File: src/rtl/fltadd_pkg.sv
// fltadd_pkg: sequencer states, half-precision field positions and record byte offsets.
package fltadd_pkg;
  typedef enum logic [3:0] {IDLE, RD0, RD1, RD2, RD3, CAP, GO, WAIT, WR0, WR1, NEXT, DONE} state_t;
  localparam int SIGN_BIT = 15;
  localparam int EXP_HI = 14;
  localparam int EXP_LO = 10;
  localparam int MANT_HI = 9;
  localparam logic [2:0] OFF_A = 3'd0;
  localparam logic [2:0] OFF_B = 3'd2;
  localparam logic [2:0] OFF_S = 3'd4;
endpackage

File: src/rtl/fltadd_rec_addr.sv
// fltadd_rec_addr: record pointer and remaining-count tracker; byte address wraps mod 256.
module fltadd_rec_addr #(
  parameter int CW = 4,
  parameter logic [7:0] BASE = 8'd8,
  parameter logic [7:0] STRIDE = 8'd6
) (
  input  logic          clk,
  input  logic          reset,
  input  logic          i_load,
  input  logic          i_step,
  input  logic [CW-1:0] i_count,
  input  logic [2:0]    i_off,
  output logic [7:0]    o_addr,
  output logic          o_last
);
  logic [7:0] r_ptr;
  logic [CW-1:0] r_rem;
  always_ff @(posedge clk) begin
    if (reset) begin
      r_ptr <= 8'd0;
      r_rem <= '0;
    end else if (i_load) begin
      r_ptr <= BASE;
      r_rem <= i_count;
    end else if (i_step) begin
      r_ptr <= r_ptr + STRIDE;
      r_rem <= r_rem - CW'(1);
    end
  end
  assign o_addr = r_ptr + {5'd0, i_off};
  assign o_last = r_rem == CW'(1);
endmodule

File: src/rtl/fltadd_seq.sv
// fltadd_seq: fetches operand pairs from data memory, runs them through the float adder, writes sums back.
module fltadd_seq
  import fltadd_pkg::*;
#(
  parameter int BASE_ADDR = 8,
  parameter int REC_STRIDE = 6,
  parameter int MAX_CNT_W = 4
) (
  input  logic                 clk,
  input  logic                 reset,
  input  logic                 start,
  input  logic [MAX_CNT_W-1:0] count,
  output logic                 busy,
  output logic                 done,
  output logic [7:0]           DataAddress,
  output logic                 ReadMem,
  output logic                 WriteMem,
  output logic [7:0]           DataIn,
  input  logic [7:0]           DataOut,
  output logic                 add_start,
  output logic [15:0]          add_a,
  output logic [15:0]          add_b,
  input  logic                 add_done,
  input  logic [15:0]          add_sum
);
  state_t r_state, w_next;
  logic w_load, w_step, w_last, w_wr;
  logic [2:0] w_off;
  logic [7:0] w_addr;
  logic [15:0] r_sum;
  fltadd_rec_addr #(
    .CW(MAX_CNT_W),
    .BASE(8'(BASE_ADDR)),
    .STRIDE(8'(REC_STRIDE))
  ) u_rec (
    .clk(clk),
    .reset(reset),
    .i_load(w_load),
    .i_step(w_step),
    .i_count(count),
    .i_off(w_off),
    .o_addr(w_addr),
    .o_last(w_last)
  );
  always_ff @(posedge clk) begin
    if (reset) r_state <= IDLE;
    else r_state <= w_next;
  end
  // Read data trails ReadMem by one cycle, so each byte lands in the state after its read.
  always_ff @(posedge clk) begin
    if (reset) begin
      add_a <= 16'd0;
      add_b <= 16'd0;
      r_sum <= 16'd0;
    end else begin
      if (r_state == RD1) add_a[7:0] <= DataOut;
      if (r_state == RD2) add_a[15:8] <= DataOut;
      if (r_state == RD3) add_b[7:0] <= DataOut;
      if (r_state == CAP) add_b[15:8] <= DataOut;
      if (r_state == WAIT && add_done) r_sum <= add_sum;
    end
  end
  always_comb begin
    w_next = r_state;
    w_load = 1'b0;
    w_step = 1'b0;
    w_off = OFF_A;
    w_wr = 1'b0;
    ReadMem = 1'b0;
    add_start = 1'b0;
    unique case (r_state)
      IDLE, DONE: if (start) begin
        w_load = 1'b1;
        w_next = (count == '0) ? DONE : RD0;
      end
      RD0: begin ReadMem = 1'b1; w_off = OFF_A; w_next = RD1; end
      RD1: begin ReadMem = 1'b1; w_off = OFF_A + 3'd1; w_next = RD2; end
      RD2: begin ReadMem = 1'b1; w_off = OFF_B; w_next = RD3; end
      RD3: begin ReadMem = 1'b1; w_off = OFF_B + 3'd1; w_next = CAP; end
      CAP: w_next = GO;
      GO: begin add_start = 1'b1; w_next = WAIT; end
      WAIT: w_next = add_done ? WR0 : WAIT;
      WR0: begin w_wr = 1'b1; w_off = OFF_S; w_next = WR1; end
      WR1: begin w_wr = 1'b1; w_off = OFF_S + 3'd1; w_next = NEXT; end
      NEXT: begin w_step = 1'b1; w_next = w_last ? DONE : RD0; end
      default: w_next = IDLE;
    endcase
  end
  // Suppress the strobe in the reset cycle so an interrupted record never half-writes.
  assign WriteMem = w_wr && !reset;
  assign DataAddress = (ReadMem || w_wr) ? w_addr : 8'd0;
  assign DataIn = (r_state == WR0) ? r_sum[7:0] : (r_state == WR1) ? r_sum[15:8] : 8'd0;
  assign busy = r_state != IDLE && r_state != DONE;
  assign done = r_state == DONE;
endmodule

File: config.mk
export PLATFORM = sky130hd
export DESIGN_NAME = fltadd_seq
export DESIGN_NICKNAME = d
export VERILOG_FILES = /design/src/rtl/fltadd_pkg.sv /design/src/rtl/fltadd_rec_addr.sv /design/src/rtl/fltadd_seq.sv
export SDC_FILE = /design/constraint.sdc
export NUM_CORES = 1
export LEC_CHECK = 0
export BUFFER_PORTS_ARGS = -buffer_cell sky130_fd_sc_hd__buf_2
export CELL_PAD_IN_SITES_DETAIL_PLACEMENT = 1
export CELL_PAD_IN_SITES_GLOBAL_PLACEMENT = 2
export CORE_MARGIN = 2
export CORE_UTILIZATION = 29
export CTS_BUF_LIST = sky130_fd_sc_hd__clkbuf_8
export CTS_CLUSTER_DIAMETER = 100
export CTS_CLUSTER_SIZE = 10
export DETAILED_ROUTE_END_ITERATION = 16
export PLACE_DENSITY_LB_ADDON = 0.1
export SLEW_MARGIN = 20
export SYNTH_ARGS = -nofsm -noshare
export SYNTH_HDL_FRONTEND = slang
export SYNTH_SLANG_ARGS = --single-unit
export TNS_END_PERCENT = 100
File: constraint.sdc
create_clock -name clk -period 3.4 [get_ports clk]
set_clock_uncertainty 0.15 [all_clocks]
set_input_delay 0.34 -clock clk [delete_from_list [all_inputs] [get_ports clk]]
set_output_delay 0.34 -clock clk [all_outputs]
set_load 0.005 [all_outputs]
# Yosys cells after proc, flatten, opt, wreduce, memory -nomap -nowiden
# Cells that the tools add are included.
dict set report totals {
  regBits 64
  in_bits 32
}
dict set report op_classes {
  add_sub_neg 3
  n_eq_ne 14
  n_mux 19
  n_reduce_logical 13
}
# cell count
set ops {}
lappend ops {{case mux 4 bit (11 select lines)} 1}
lappend ops {{2-to-1 mux 4 bit} 8}
lappend ops {{2-to-1 mux 8 bit} 3}
lappend ops {{equality test 4 x 3 -> 1 bit, second input constant} 4}
lappend ops {{equality test 4 bit, second input constant} 4}
lappend ops {{case mux 3 bit (5 select lines)} 1}
lappend ops {{adder 8 x 3 -> 8 bit} 1}
lappend ops {{adder 8 x 3 -> 8 bit, second input constant} 1}
lappend ops {{equality test 4 x 1 -> 1 bit, second input constant} 2}
lappend ops {{equality test 4 x 2 -> 1 bit, second input constant} 2}
lappend ops {{zero test 4 bit} 2}
lappend ops {{2-to-1 mux 1 bit} 6}
lappend ops {{OR reduction 2 bit} 3}
lappend ops {{!= test 4 bit, second input constant} 1}
lappend ops {{nonzero test 4 bit} 1}
lappend ops {{OR reduction 4 bit} 1}
lappend ops {{subtractor 4 x 1 -> 4 bit, second input constant} 1}
lappend ops {{logical AND 1 bit} 3}
lappend ops {{!= test 2 bit, second input constant} 1}
lappend ops {{nonzero test 2 bit} 1}
lappend ops {{zero test 1 bit} 1}
lappend ops {{logical OR 1 bit} 1}

# Depth between registers and ports, before layout
dict set report logic_depth {
  ltp_word 5
  depth_mapped 11
}

# Cells and area by module
# A second synthesis with hierarchy kept.
dict set report unflattened {
  hier_cells 369
  area_unflattened_um2 2959.1
}
# module instances cells_per_inst area_per_inst_um2
set by_module_without_submodules {}
lappend by_module_without_submodules {fltadd_seq 1 289 2259.7}
lappend by_module_without_submodules {fltadd_rec_addr 1 80 699.4}

# Least setup slack after synthesis
# No wires, ideal clock.
dict set report synth_path {
  path_kind {register to output}
  start {register r_state[0]}
  end {output port DataAddress[7]}
  t_arrival_ns 2.096
  setup_slack_ns 0.814
  path_stages_with_launch 12
  n_path_buf 2
  path_cell_list {dfxtp_1 > buf_2 > clkbuf_1 > nor2b_1 > nand2_1 > nand2_1 > ha_1 > inv_1 > fa_1 > nor2_1 > xnor2_1 > nor2_1}
}
dict set report synth_via {
  elab_chain_len 5
  elab_cells_between_ends 14
}
# element line
set synth_rtl {}
lappend synth_rtl {{start, declared} fltadd_seq.sv:26} ;# state_t r_state, w_next;
lappend synth_rtl {{start signal, assigned} fltadd_seq.sv:47} ;# else r_state <= w_next;
lappend synth_rtl {{branches (longest 4 deep; another with adder 8 x 3 -> 8 bit)} --}
lappend synth_rtl {{2-to-1 mux 8 bit (*)} fltadd_seq.sv:91} ;# assign DataAddress = (ReadMem || w_wr) ? w_addr : 8'd0;
lappend synth_rtl {{end, declared} fltadd_seq.sv:15} ;# output logic [7:0] DataAddress,
# Mark *: on every way between the ends.

# Worst setup path in the final report
dict set report layout_path {
  start {register r_state[2]}
  end {output port DataAddress[7]}
}
# Same word-level chain as after synthesis.

==> implementation parameters <==
Parameter                              Value

Worst setup path
  Critical path start-end classification ... flip-flop to output pin
  Beginning of the worst register-to-register path ... r_state[2]
  Category of the worst setup path capture point ... output pin
  Data required, critical path ... 2910 ps
  CP startpoint ... r_state[2]
  Arrival time at the worst endpoint ... 2510 ps
  Sort of element at the start of the critical path ... flip-flop
  Maximum net fanout on the critical path ... 10

Placement
  Port Buffers ... 84
  Half-perimeter wire length after placement ... 6090 µm
  Worst setup slack before clock tree synthesis ... 724 ps
  Post-place instance area ... 3370 µm²
  Final weighted congestion of routability-driven global placement ... 0.774

Synth
  Number of enable-type register cells in the synthesized netlist ... 0
  Cell count after synthesis ... 365
  Netlist Area Pre-Place ... 2830 µm²
  #FFs+latches synth ... 63
  Prevailing post-synth register cell ... sky130_fd_sc_hd__dfxtp_1
  Most frequent cell after synthesis ... sky130_fd_sc_hd__nand2_1
  Total number of yosys warnings ... 0
  Post-synth cell types ... 46
  Asr flop ratio synth ... 0
  Share of the yosys chip area belonging to registers ... 0.446
  Syn avg cell area ... 7.75 µm²
  Leading area contributor after synthesis ... sky130_fd_sc_hd__dfxtp_1
  Most frequent cells after synthesis ... sky130_fd_sc_hd__nand2_1, sky130_fd_sc_hd__dfxtp_1, sky130_fd_sc_hd__a21oi_1, sky130_fd_sc_hd__nor2_1
  Syn nets ... 403
  Top cells by area, synth ... sky130_fd_sc_hd__dfxtp_1, sky130_fd_sc_hd__nand2_1, sky130_fd_sc_hd__a21oi_1, sky130_fd_sc_hd__nor2_1, sky130_fd_sc_hd__xnor2_1
  Proportion of netlist area held by the largest area contributor ... 0.446

Global routing
  Via count of the first global-routing pass ... 2645
  Initial antenna violation count ... 0
  Wire length of the first global-routing pass ... 13400 µm
  Overflow after GRT ... 0
  Pin count of the biggest net entering global routing ... 32
  GR Util All Layers ... 0.167

STA
  Final worst slack ... 399 ps
  Hold Vio Cnt, Final ... 0
  Total count of max-transition violations in the final report ... 0
  Achievable frequency ... 0.333 GHz
  Remaining max-slew budget at the tightest pin ... 0.507
  Final critical path time including I/O delays and setup ... 3000 ps
  Setup TNS Final ... 0 ps
  Unrepaired setup endpoints after global routing ... false
  Setup violations, final ... 0
  Ratio of final minimum period to clock period ... 0.883
  Worst-margin pin slew ... 737 ps

Drt
  Detailed-routed wire length on met3 ... 367 µm
  Post-DR vias/cell ... 4.68
  Met1 routed wirelength after detailed routing ... 4220 µm
  Met2 wire length ... 3850 µm
  Number of detailed-routing iterations run before antenna repair ... 4
  Number of nets with antenna violations after routing ... 0
  Routed length per instance ... 14.5 µm
  Drt first-iter violations ... 44
  Total Wirelength ... 8510 µm
  Highest metal layer with signal wires ... met4
  Residual DRC count ... 0
  Total number of vias ... 2745

Clock network
  Clk sink count ... 63
  Clock root cell ... sky130_fd_sc_hd__clkbuf_8
  Clock slew at reported path FFs ... 70 ps
  Later-pin clock latency in the skew report ... 340 ps
  CTS H-tree lvls ... 3
  Cts hold-fix bufs ... 0
  Number of buffers inserted during clock tree synthesis ... 9
  Clock tree buffer depth ... 2
  Number of buffers added for setup after CTS ... 0
  # resized after CTS ... 0
  CTS tree ... built

Final layout
  Diodes inserted ... 0
  Total of fill cells in the finished design ... 1249
  Growth of design area from synthesis to finish ... 26.1%
  Fraction of layout cells with a size suffix above 1 ... 0.256
  Final nets ... 486
  Register Area ... 1260 µm²
  Area used by multi-input combinational logic ... 1440 µm²
  Layout Cell Area excl Fill ... 3570 µm²

Flow run
  Max cap viols ... 0

Hold path
  Min-delay src ... add_sum[13]
  Min-Delay Path Class ... input port to flip-flop

Floorplanning
  Initial Utilization ... 0.294
  Height of the chip ... 103 µm
  Die Wd ... 103 µm
  Floorplan row count ... 36
  Area of the core ... 9640 µm²
  Ports ... 85
  Full die area ... 10600 µm²

Status
  Run status ... completed

Power
  Leakage power summed over all cells ... 1.44 nW
  Worst-case vdd ir drop ... 0.147 mV
  PD cells ... 458 nW/µm²
-- cells in the final DEF, fill, tap and decap left out, types with 2 or more instances in the layout --
cell	netlist	layout
sky130_fd_sc_hd__o21a_1	3	3
sky130_fd_sc_hd__ha_1	5	5
sky130_fd_sc_hd__clkinvlp_4	0	2
sky130_fd_sc_hd__buf_2	5	84
sky130_fd_sc_hd__nor3_1	7	7
sky130_fd_sc_hd__nor3_2	2	2
sky130_fd_sc_hd__nor2_1	27	27
sky130_fd_sc_hd__inv_1	10	10
sky130_fd_sc_hd__o21ai_0	3	3
sky130_fd_sc_hd__nor2b_1	6	6
sky130_fd_sc_hd__dfxtp_1	63	63
sky130_fd_sc_hd__clkinv_2	0	2
sky130_fd_sc_hd__xnor2_1	9	9
sky130_fd_sc_hd__nand2b_1	4	4
sky130_fd_sc_hd__nand3_1	4	4
sky130_fd_sc_hd__clkbuf_8	0	9
sky130_fd_sc_hd__nand2_1	109	109
sky130_fd_sc_hd__a21oi_1	60	60
sky130_fd_sc_hd__buf_4	0	6
sky130_fd_sc_hd__a22o_1	8	8
-- area by class of cell --
cell class / instances / share of cell area
clock buffers: 9 / 0.0347
repair buffers: 90 / 0.130
inverters: 10 / 0.0105
well taps: 133 / 0.0466
multi-input cells: 274 / 0.404
clock inverters: 7 / 0.0203
flip-flops and latches: 63 / 0.353
-- where the power goes --
group,total (mW),switching (mW),internal [mW]
logic,0.199,0.121,0.0778
clock network,0.661,0.322,0.339
registers,0.773,0.0153,0.758
-- critical path: stages, from the launching register on --
cell and delay, ps:
sky130_fd_sc_hd__dfxtp_1 490, sky130_fd_sc_hd__nor2b_1 210, sky130_fd_sc_hd__nand2_1 220, sky130_fd_sc_hd__nand2_1 130, sky130_fd_sc_hd__ha_1 170, sky130_fd_sc_hd__inv_1 50
sky130_fd_sc_hd__fa_1 430, sky130_fd_sc_hd__nor2_1 150, sky130_fd_sc_hd__xnor2_1 130, sky130_fd_sc_hd__nor2_1 50, sky130_fd_sc_hd__buf_2 150
-- final timing paths --
kind / to / slack, ps / cells after the start
min reg2reg: add_a[10] / 300 / 2
max: DataAddress[7] / 400 / 10
max reg2reg: u_rec.r_rem[3] / 1130 / 5
min: r_sum[13] / 80 / 3
-- through the flow --
| stage | std cells | hold WS, ps | power (mW) | utilization |
|---|---|---|---|---|
| floorplan | 365 | 286 | 0.910 | - |
| global placement | 570 | 291 | 0.991 | 0.350 |
| detailed placement | 570 | 295 | 0.993 | 0.350 |
| CTS | 586 | 63.6 | 1.66 | 0.370 |
| global route | 586 | 71.3 | 1.72 | 0.370 |
| finish | 586 | 79.8 | 1.63 | 0.370 |
-- per-layer routing --
layer / up-vias / GRT usage
met5: - / 0
met4: 0 / 0.0638
met3: 7 / 0.0305
met2: 60 / 0.262
met1: 1284 / 0.230
li1: 1394 / -
-- cells by family (layout without fill, tap and decap cells) --
logic type | count (synthesis) | count (layout) | share of synthesized area
simple gates | 172 | 172 | 0.267
compound gates | 86 | 86 | 0.183
flops | 63 | 63 | 0.446
buf+inv | 28 | 116 | 0.0447
xor+xnor | 10 | 10 | 0.0309
fa+ha+maj | 6 | 6 | 0.0292
-- registers in the layout (all words and copies together) (netlist names) --
register and cells:
r_sum 16, u_rec.r_rem 4, u_rec.r_ptr 7, add_b 16, add_a 16, r_state 4
Power figures use the tool's default switching activity.
